===== config.mk =====
export PLATFORM = sky130hd
export DESIGN_NAME = traffic_light_monitor
export DESIGN_NICKNAME = d
export VERILOG_FILES = /design/src/rtl/traffic_light_monitor.sv
export SDC_FILE = /design/constraint.sdc
export NUM_CORES = 1
export LEC_CHECK = 0
export CAP_MARGIN = 20
export CORE_MARGIN = 8
export CORE_UTILIZATION = 51
export DETAILED_ROUTE_END_ITERATION = 7
export PLACE_DENSITY = 0.76
export SLEW_MARGIN = 20
export SYNTH_ARGS = -nofsm -noshare
export SYNTH_HDL_FRONTEND = slang
export SYNTH_SLANG_ARGS = --single-unit

===== constraint.sdc =====
create_clock -name clk -period 2.45 [get_ports clk]
set_input_delay 0.49 -clock clk [delete_from_list [all_inputs] [get_ports clk]]
set_output_delay 0.49 -clock clk [all_outputs]
set_load 0.005 [all_outputs]

===== src/rtl/traffic_light_monitor.sv =====
// Passive safety watchdog for a 4-way traffic light controller: checks lamp
// one-hotness and the green/yellow/red round-robin, latches the first fault.
//   state     | meaning
//   S_SYNC    | waiting for first green to lock onto
//   S_GREEN   | locked direction green, counting samples
//   S_YELLOW  | locked direction yellow, counting samples
//   S_ALL_RED | all red, waiting for next direction's green
//   S_FAULT   | first violation latched, absorbing until reset
module traffic_light_monitor #(
  parameter int GREEN_MIN = 5,
  parameter int GREEN_MAX = 7,
  parameter int YEL_CYC   = 2,
  parameter int CNT_W     = 4
) (
  input  logic       clk,
  input  logic       reset,
  input  logic [3:0] r,
  input  logic [3:0] y,
  input  logic [3:0] g,
  output logic       locked,
  output logic [1:0] active_dir,
  output logic       fault,
  output logic [2:0] fault_code,
  output logic [1:0] fault_dir,
  output logic [7:0] cycle_cnt
);

  typedef enum logic [2:0] {
    S_SYNC,
    S_GREEN,
    S_YELLOW,
    S_ALL_RED,
    S_FAULT
  } state_t;

  localparam logic [CNT_W-1:0] G_MIN = CNT_W'(GREEN_MIN);
  localparam logic [CNT_W-1:0] G_MAX = CNT_W'(GREEN_MAX);
  localparam logic [CNT_W-1:0] Y_LEN = CNT_W'(YEL_CYC);
  localparam logic [CNT_W-1:0] ONE   = CNT_W'(1);

  state_t           state_q, state_d;
  logic [3:0]       r_q, y_q, g_q, r_p, y_p, g_p;
  logic             vld_q;
  logic [CNT_W-1:0] cnt_q, cnt_d;
  logic [1:0]       dir_q, dir_d;
  logic             locked_q, locked_d;
  logic             fault_q, fault_d;
  logic [2:0]       code_q, code_d;
  logic [1:0]       fdir_q, fdir_d;
  logic [7:0]       cyc_q, cyc_d;

  logic [3:0]       act, oh_bad, trans_bad;
  logic             multi;
  logic [1:0]       exp_dir;
  logic [2:0]       v_code;
  logic [1:0]       v_dir;

  function automatic logic [1:0] lowest(input logic [3:0] v);
    if (v[0])      return 2'd0;
    else if (v[1]) return 2'd1;
    else if (v[2]) return 2'd2;
    else           return 2'd3;
  endfunction

  assign act       = y_q | g_q;
  // exactly one of r/y/g: odd parity but not all three
  assign oh_bad    = ~((r_q ^ y_q ^ g_q) & ~(r_q & y_q & g_q));
  assign multi     = (act & (act - 4'd1)) != 4'd0;
  assign trans_bad = (g_p & r_q) | (r_p & y_q) | (y_p & g_q);
  assign exp_dir   = dir_q + 2'd1;

  always_ff @(posedge clk) begin
    if (reset) begin
      r_q      <= '0;
      y_q      <= '0;
      g_q      <= '0;
      r_p      <= '0;
      y_p      <= '0;
      g_p      <= '0;
      vld_q    <= 1'b0;
      state_q  <= S_SYNC;
      cnt_q    <= '0;
      dir_q    <= '0;
      locked_q <= 1'b0;
      fault_q  <= 1'b0;
      code_q   <= '0;
      fdir_q   <= '0;
      cyc_q    <= '0;
    end else begin
      r_q      <= r;
      y_q      <= y;
      g_q      <= g;
      r_p      <= r_q;
      y_p      <= y_q;
      g_p      <= g_q;
      vld_q    <= 1'b1;
      state_q  <= state_d;
      cnt_q    <= cnt_d;
      dir_q    <= dir_d;
      locked_q <= locked_d;
      fault_q  <= fault_d;
      code_q   <= code_d;
      fdir_q   <= fdir_d;
      cyc_q    <= cyc_d;
    end
  end

  always_comb begin
    state_d  = state_q;
    cnt_d    = cnt_q;
    dir_d    = dir_q;
    locked_d = locked_q;
    fault_d  = fault_q;
    code_d   = code_q;
    fdir_d   = fdir_q;
    cyc_d    = cyc_q;
    v_code   = 3'd0;
    v_dir    = 2'd0;

    if (vld_q && state_q != S_FAULT) begin
      if (|oh_bad) begin
        v_code = 3'd1;
        v_dir  = lowest(oh_bad);
      end else if (multi) begin
        v_code = 3'd2;
        v_dir  = lowest(act);
      end else begin
        case (state_q)
          S_SYNC: begin
            if (|g_q) begin
              state_d  = S_GREEN;
              cnt_d    = ONE;
              dir_d    = lowest(g_q);
              locked_d = 1'b1;
            end
          end
          S_GREEN: begin
            if (g_q[dir_q]) begin
              if (cnt_q == G_MAX) begin
                v_code = 3'd5;
                v_dir  = dir_q;
              end else begin
                cnt_d = cnt_q + ONE;
              end
            end else if (y_q[dir_q]) begin
              if (cnt_q < G_MIN) begin
                v_code = 3'd4;
                v_dir  = dir_q;
              end else begin
                state_d = S_YELLOW;
                cnt_d   = ONE;
              end
            end else if (cnt_q < G_MIN) begin
              v_code = 3'd4;
              v_dir  = dir_q;
            end else begin
              v_code = 3'd7;
              v_dir  = lowest(trans_bad);
            end
          end
          S_YELLOW: begin
            if (y_q[dir_q]) begin
              if (cnt_q == Y_LEN) begin
                v_code = 3'd6;
                v_dir  = dir_q;
              end else begin
                cnt_d = cnt_q + ONE;
              end
            end else if (g_q[dir_q]) begin
              v_code = 3'd7;
              v_dir  = dir_q;
            end else if (|g_q && !g_q[exp_dir]) begin
              v_code = 3'd3;
              v_dir  = lowest(g_q);
            end else if (cnt_q != Y_LEN) begin
              v_code = 3'd6;
              v_dir  = dir_q;
            end else if (|trans_bad) begin
              v_code = 3'd7;
              v_dir  = lowest(trans_bad);
            end else begin
              if (dir_q == 2'd3) cyc_d = cyc_q + 8'd1;
              // zero all-red samples is legal: next green may follow directly
              if (|g_q) begin
                state_d = S_GREEN;
                cnt_d   = ONE;
                dir_d   = exp_dir;
              end else begin
                state_d = S_ALL_RED;
              end
            end
          end
          S_ALL_RED: begin
            if (|g_q) begin
              if (g_q[exp_dir]) begin
                state_d = S_GREEN;
                cnt_d   = ONE;
                dir_d   = exp_dir;
              end else begin
                v_code = 3'd3;
                v_dir  = lowest(g_q);
              end
            end else if (|y_q) begin
              v_code = 3'd7;
              v_dir  = lowest(trans_bad);
            end
          end
          default: ;
        endcase
      end

      if (v_code != 3'd0) begin
        state_d = S_FAULT;
        fault_d = 1'b1;
        code_d  = v_code;
        fdir_d  = v_dir;
        cnt_d   = cnt_q;
        dir_d   = dir_q;
        cyc_d   = cyc_q;
      end
    end
  end

  assign locked     = locked_q;
  assign active_dir = dir_q;
  assign fault      = fault_q;
  assign fault_code = code_q;
  assign fault_dir  = fdir_q;
  assign cycle_cnt  = cyc_q;

endmodule


After elaboration in Yosys (flattened, before gate mapping)
Cells that the tools add are included.
{ "classes": {"n_eq_ne": 38, "bitwise_logic": 22, "n_lt_le_gt_ge": 3, "reduce_logical": 19, "add_sub_neg": 4, "mux": 94} }
{ "ops": {"columns": ["cell", "count"], "rows": [
  ["3-bit 2-to-1 mux", 29],
  ["2-bit 2-to-1 mux", 36],
  ["3-bit inequality test (second input constant)", 20],
  ["4-bit 2-to-1 mux", 13],
  ["15-bit AND reduction", 2],
  ["4-bit bitwise AND", 7],
  ["2-bit inequality test (second input constant)", 9],
  ["4-bit case mux with 4 select lines", 1],
  ["4-bit OR reduction", 4],
  ["14-bit AND reduction", 1],
  ["4-bit bitwise OR", 3],
  ["2-bit case mux with 3 select lines", 2],
  ["3-bit case mux with 4 select lines", 1],
  ["11-bit AND reduction", 1],
  ["3-bit case mux with 3 select lines", 1],
  ["8-bit by 1-bit adder with 8-bit output (second input constant)", 1],
  ["1-bit 2-to-1 mux", 8],
  ["1-bit NOT", 8],
  ["4-bit NOT", 2],
  ["4-bit nonzero test", 2],
  ["4-bit XOR", 2],
  ["1-bit binary-select mux with 2-bit select", 3],
  ["3-bit by 2-bit equality test with 1-bit output (second input constant)", 2],
  ["2-bit by 3-bit < comparator with 1-bit output (second input constant)", 2],
  ["other kinds (17)", 20]
]} }
{ "totals": {"out_inout_bits": 17, "elab_cells": 195, "regBits": 49, "input_bits": 14} }

Longest topological paths before layout
Gate-level depths: netlist of the first run.
{ "logic_depth": {"word_depth": 16, "mapped_depth": 10, "mapped_depth_nobuf": 9} }

Worst setup path after synthesis of the first run
Ideal clock, no wire load.
{ "synth_timing": {"path_kind": "register to register", "from": "reg dir_q[0] (netlist: active_dir[0])", "to": "reg cnt_q[2]", "slack_ns": -0.176, "setup_ns": 0.127, "path_buffers": 0, "path_stages_with_launch": 9, "period_less_slack_ns": 2.626, "t_arrival_ns": 2.499, "required_time_ns": 2.323, "cell_sequence": "dfxtp_1 ha_1 mux4_2 nor4bb_1 a311oi_2 o211ai_2 nor3_4 and4b_1 or3_1"} }
{ "synth_via": {"elab_chain_cells": 15, "word_cells_on_any_way": 35, "classes_between": "add/sub (1); eq/ne (9); mux (20); bitwise (1); reduce/logical (4)"} }
{ "synth_lines": {"columns": ["item", "line", "rtl"], "rows": [
  ["from (decl)", "45", "logic [1:0] dir_q, dir_d;"],
  ["from (signal assigned)", "99", "dir_q <= dir_d;"],
  ["2-bit by 1-bit adder with 2-bit output", "70", "assign exp_dir = dir_q + 2'd1;"],
  ["1-bit binary-select mux with 2-bit select", "172, 195", null],
  ["1-bit 2-to-1 mux (not written as such)", "172, 195", null],
  ["1-bit zero test", "172", "end else if (|g_q && !g_q[exp_dir]) begin"],
  ["1-bit logical AND", "172", null],
  ["3-bit 2-to-1 mux", "172", null],
  ["3-bit 2-to-1 mux", "169", "end else if (g_q[dir_q]) begin"],
  ["3-bit 2-to-1 mux", "162", "if (y_q[dir_q]) begin"],
  ["3-bit case mux with 3 select lines", "128", "case (state_q)"],
  ["3-bit 2-to-1 mux", "124", "end else if (multi) begin"],
  ["3-bit 2-to-1 mux", "121", "if (|oh_bad) begin"],
  ["3-bit 2-to-1 mux", "120", "if (vld_q && state_q != S_FAULT) begin"],
  ["3-bit nonzero test", "212", "if (v_code != 3'd0) begin"],
  ["1-bit NOT (no line)", null, null],
  ["15-bit AND reduction (no line)", null, null],
  ["to (signal assigned)", "98", "cnt_q <= cnt_d;"],
  ["to (decl)", "44", "logic [CNT_W-1:0] cnt_q, cnt_d;"]
]} }
Several ways; a longest one is shown, not always the timed one. The select of a mux whose other input is x is not followed.
A chain may end at the register's enable or synchronous reset.

Worst setup path in the final report of the first run
{ "layout_timing": {"from": "reg dir_q[1] (netlist: active_dir[1])", "to": "reg cnt_q[2]"} }
Same word-level chain as after synthesis.

==> results of run 1 <==
[registers in the layout, indices dropped and copies added (netlist names), 4 cells and up]
signal	cells
cnt_q	4
g_q	4
y_p	4
cycle_cnt	8
g_p	4
r_q	4
y_q	4
r_p	4
[cells in the mapped netlist (all sizes together), types with 4 or more instances]
cell type / n / area (um2)
o21ai: 14 / 70.07
a211oi: 5 / 37.54
ha: 9 / 112.6
a2111oi: 4 / 60.06
o211ai: 8 / 65.06
a21oi: 20 / 100.1
and2: 4 / 25.02
or3: 4 / 25.02
nor2: 32 / 120.1
a21o: 4 / 30.03
nand3: 8 / 40.04
and4: 4 / 37.54
nand4: 5 / 31.28
nor3: 14 / 86.34
nor2b: 31 / 193.9
inv: 12 / 45.04
clkbuf: 11 / 41.29
buf: 11 / 72.56
nand2: 28 / 105.1
dfxtp: 49 / 980.9
nor3b: 7 / 52.55
nor4: 6 / 58.80
[timing repair]
item / in CTS / in global routing
buffers inserted: 8 / 6
gates cloned: 1 / 0
pin swaps: 16 / 13
resized for setup: 22 / 22
endpoints found under the setup margin: 19 / 20
[per-stage QoR]
stage	utilization	setup slack (ns)	cells	instance area [um2]	power (mW)
detailed placement	0.6879	-0.2196	520	3976	1.180
global placement	0.6879	-0.1719	520	3976	1.173
floorplan	-	-0.03419	353	3053	1.027
finish	0.7589	-0.2234	543	4387	1.776
global route	0.7589	-0.2898	543	4387	1.838
CTS	0.7344	-0.2060	537	4245	1.762
[routing by layer]
layer / up-vias / global-route usage
li1: 1526 / -
met1: 1527 / 0.2632
met2: 147 / 0.3689
met3: 33 / 0.04288
met4: 0 / 0.1007
met5: - / 0
[report_power, final]
part | internal [mW] | switching [mW] | leakage, nW
clock | 0.303 | 0.267 | 0.0552
combinational | 0.179 | 0.178 | 1.29
sequential | 0.823 | 0.0258 | 0.404
total | 1.31 | 0.471 | 1.75
[worst max-delay path by stage]
| stage | startpoint | to | slack [ns] | cells past startpoint |
|---|---|---|---|---|
| final | active_dir[1]$_SDFFE_PP0P_ | cnt_q[2]$_SDFFE_PP0P_ | -0.22 | 9 |
| after floorplan | active_dir[0]$_SDFFE_PP0P_ | cnt_q[2]$_SDFFE_PP0P_ | -0.03 | 8 |
| after detailed placement | active_dir[1]$_SDFFE_PP0P_ | cnt_q[2]$_SDFFE_PP0P_ | -0.22 | 9 |
| after CTS | active_dir[1]$_SDFFE_PP0P_ | cnt_q[2]$_SDFFE_PP0P_ | -0.21 | 9 |
| after global routing | y_q[1]$_SDFF_PP0_ | fault_dir[0]$_SDFFE_PP0P_ | -0.29 | 10 |
| after global placement | active_dir[1]$_SDFFE_PP0P_ | cnt_q[2]$_SDFFE_PP0P_ | -0.17 | 9 |
[logic make-up after synthesis]
group | Yosys count | synth area share
flip-flops | 49 | 0.3301
XOR/XNOR | 6 | 0.01769
AND/OR/NAND/NOR | 158 | 0.3023
adder cells (fa/ha/maj) | 9 | 0.03790
multiplexers | 5 | 0.02989
buffers and inverters | 35 | 0.05473
AO/OA/AOI/OAI | 91 | 0.2274
[final cells by class]
type / instances / area, um2
Multi-Input combinational cell: 270 / 2088
Fill cell: 422 / 1394
Timing Repair Buffer: 128 / 1056
Sequential cell: 49 / 992.2
Tap cell: 75 / 93.84
Clock buffer: 6 / 72.57
Inverter: 13 / 48.80
Clock inverter: 2 / 35.03
[worst register-to-register path, delay by kind of cell, from the launching register on]
kind	cells	cell delay (ns)
simple gates	5	1.01
flops	1	0.37
fa+ha+maj	1	0.27
compound gates	1	0.20
mux	1	0.58
buf+inv	1	0.13
==> summary.txt, run 1 <==
Outcome
  – Outcome: finished with violations
  – Failing checks: setup timing

STA
  – Tmin final: between 2 and 3 ns
  – Final Cycle Share: 1.091
  – Final Hold Vio Count: 0
  – Achievable frequency: approximately 370 MHz
  – Setup-failing EPs final: 14
  – Worst Skew: ~0.0052 ns
  – Max_slew headroom: 0.6233
  – Final setup margin: -0.2234 ns
  – Tightest Pin Transition: around 0.56 ns
  – RSZ-0062 raised after global routing: true
  – Hold slack: 0.4660 ns
  – Setup TNS: -1.834 ns
  – Final Max Slew Viols: 0

Drt
  – Starting DRT DRC Count: roughly 300
  – WL met2: around 4600 um
  – M1 WL: ~4000 um
  – Antenna-violating nets left: 0
  – Post-Route WL: a little under 10,000 um
  – Routed wire per std cell: ~18 um
  – Vias per std cell: 5.954
  – DR pass1 iterations: 5
  – Top sig layer: met4
  – Vias: about 3,200
  – Met3 wire length: between 600 and 700 um
  – Drt drc: 0

Clocking
  – CTS tree: built
  – Clock root buffer: clkbuf_8
  – Clock Latency Late Sink: about 0.3 ns
  – Num CTS Buffers: 5
  – # H-tree levels: 2
  – CTS Hold Buffers Added: 0
  – CTS clk-pin slew, worst paths: 0.09 ns
  – Clock Path Buffers: 2
  – TritonCTS Sinks: a little under 50

Finish
  – Most frequent cells in the layout: buf_4 (95), dfxtp_1 (42), nor2b_1 (30), clkdlybuf4s50_1 (30)
  – Nets: 490
  – Fraction of layout cells with a size suffix above 1: 0.3483
  – Area Growth Syn to Fin: 47.62%
  – Diodes inserted: 0
  – Most common cell after layout, fill and taps aside: buf_4

Global route
  – Aggregate global routing overflow: 0
  – Vias in the first global route: ~3,200
  – First-pass GRT wire length: between 15,000 and 20,000 um
  – Largest net degree at the start of global routing: between 40 and 50
  – Antenna violations before repair: 0
  – Gr usage total: 0.2190

Hold path
  – Hold endpoint: fault$_SDFFE_PP0P_
  – Hold crit path type: flip-flop to flip-flop
  – Worst hold path depth: 2
  – Min-delay src: fault$_SDFFE_PP0P_

Setup path
  – Worst endpoint data arrival time: between 2 and 3 ns
  – CP Capture Type: flip-flop
  – Worst EP required: around 2.6 ns
  – Critical-path top delay cell: mux4_2
  – R2R Setup Slk: -0.22 ns
  – WP buf/inv: 1
  – CP Max Fanout: 6
  – Critical Path Max Stage Delay: between 0.5 and 0.6 ns
  – Critical Path, Cell by Cell: ha_4 -> mux4_2 -> or2_1 -> and4_4 -> o211ai_4 -> nor3_4 -> buf_6 -> and4b_1 -> or3_1
  – Largest delay share family, worst path: simple AND/OR/NAND/NOR gates
  – Reg2reg end: cnt_q[2]$_SDFFE_PP0P_
  – Reg2reg start: active_dir[1]$_SDFFE_PP0P_
  – R2R cell count: 9
  – Crit Path Class: flip-flop to flip-flop
  – CP Launch Type: flip-flop

Run
  – Max Cap Violations: 0

Yosys
  – Post-synthesis sequential area ratio: 0.3301
  – Main synth FF type: dfxtp_1
  – Syn Inst Count: 353
  – #FFs+latches synth: a little under 50
  – Yosys Warn Count: 0
  – Mean post-synth cell area: between 8 and 9 um2
  – Unique masters post-synth: 72
  – Synthesized net count: roughly 380
  – FFs w/ async S/R, synth: 0
  – EDFF count, synth: 0
  – Post-Syn Area: about 0.0030 mm2

Power
  – Worst vdd ir: 0.2639 mV
  – Leak: about 1.8 nW
  – Pwr Density: ~400 mW/mm2

Place
  – Post-DP HPWL: between 6000 and 7000 um
  – GPL Wtd Cong: between 1 and 1.5
  – Port Buffer Count: 30

Die
  – Core Footprint: between 0.005 and 0.006 mm2
  – Die width: between 90 and 100 um
  – Placement Rows: 28
  – Die Ht: approximately 92 um
  – Die area: about 0.0085 mm2
  – Top Ports: 31
  – Initial Utilization: 0.5141
Power figures use the tool's default switching activity.
==> run 2: changes to the inputs <==
--- a/config.mk
+++ b/config.mk
@@ -5,7 +5,7 @@
 export SDC_FILE = /design/constraint.sdc
 export NUM_CORES = 1
 export LEC_CHECK = 0
-export CAP_MARGIN = 20
+export CAP_MARGIN = 0
 export CORE_MARGIN = 8
 export CORE_UTILIZATION = 51
 export DETAILED_ROUTE_END_ITERATION = 7
==> results of run 2 <==
Final layout, timing and power as in run 1 (identical DEF).
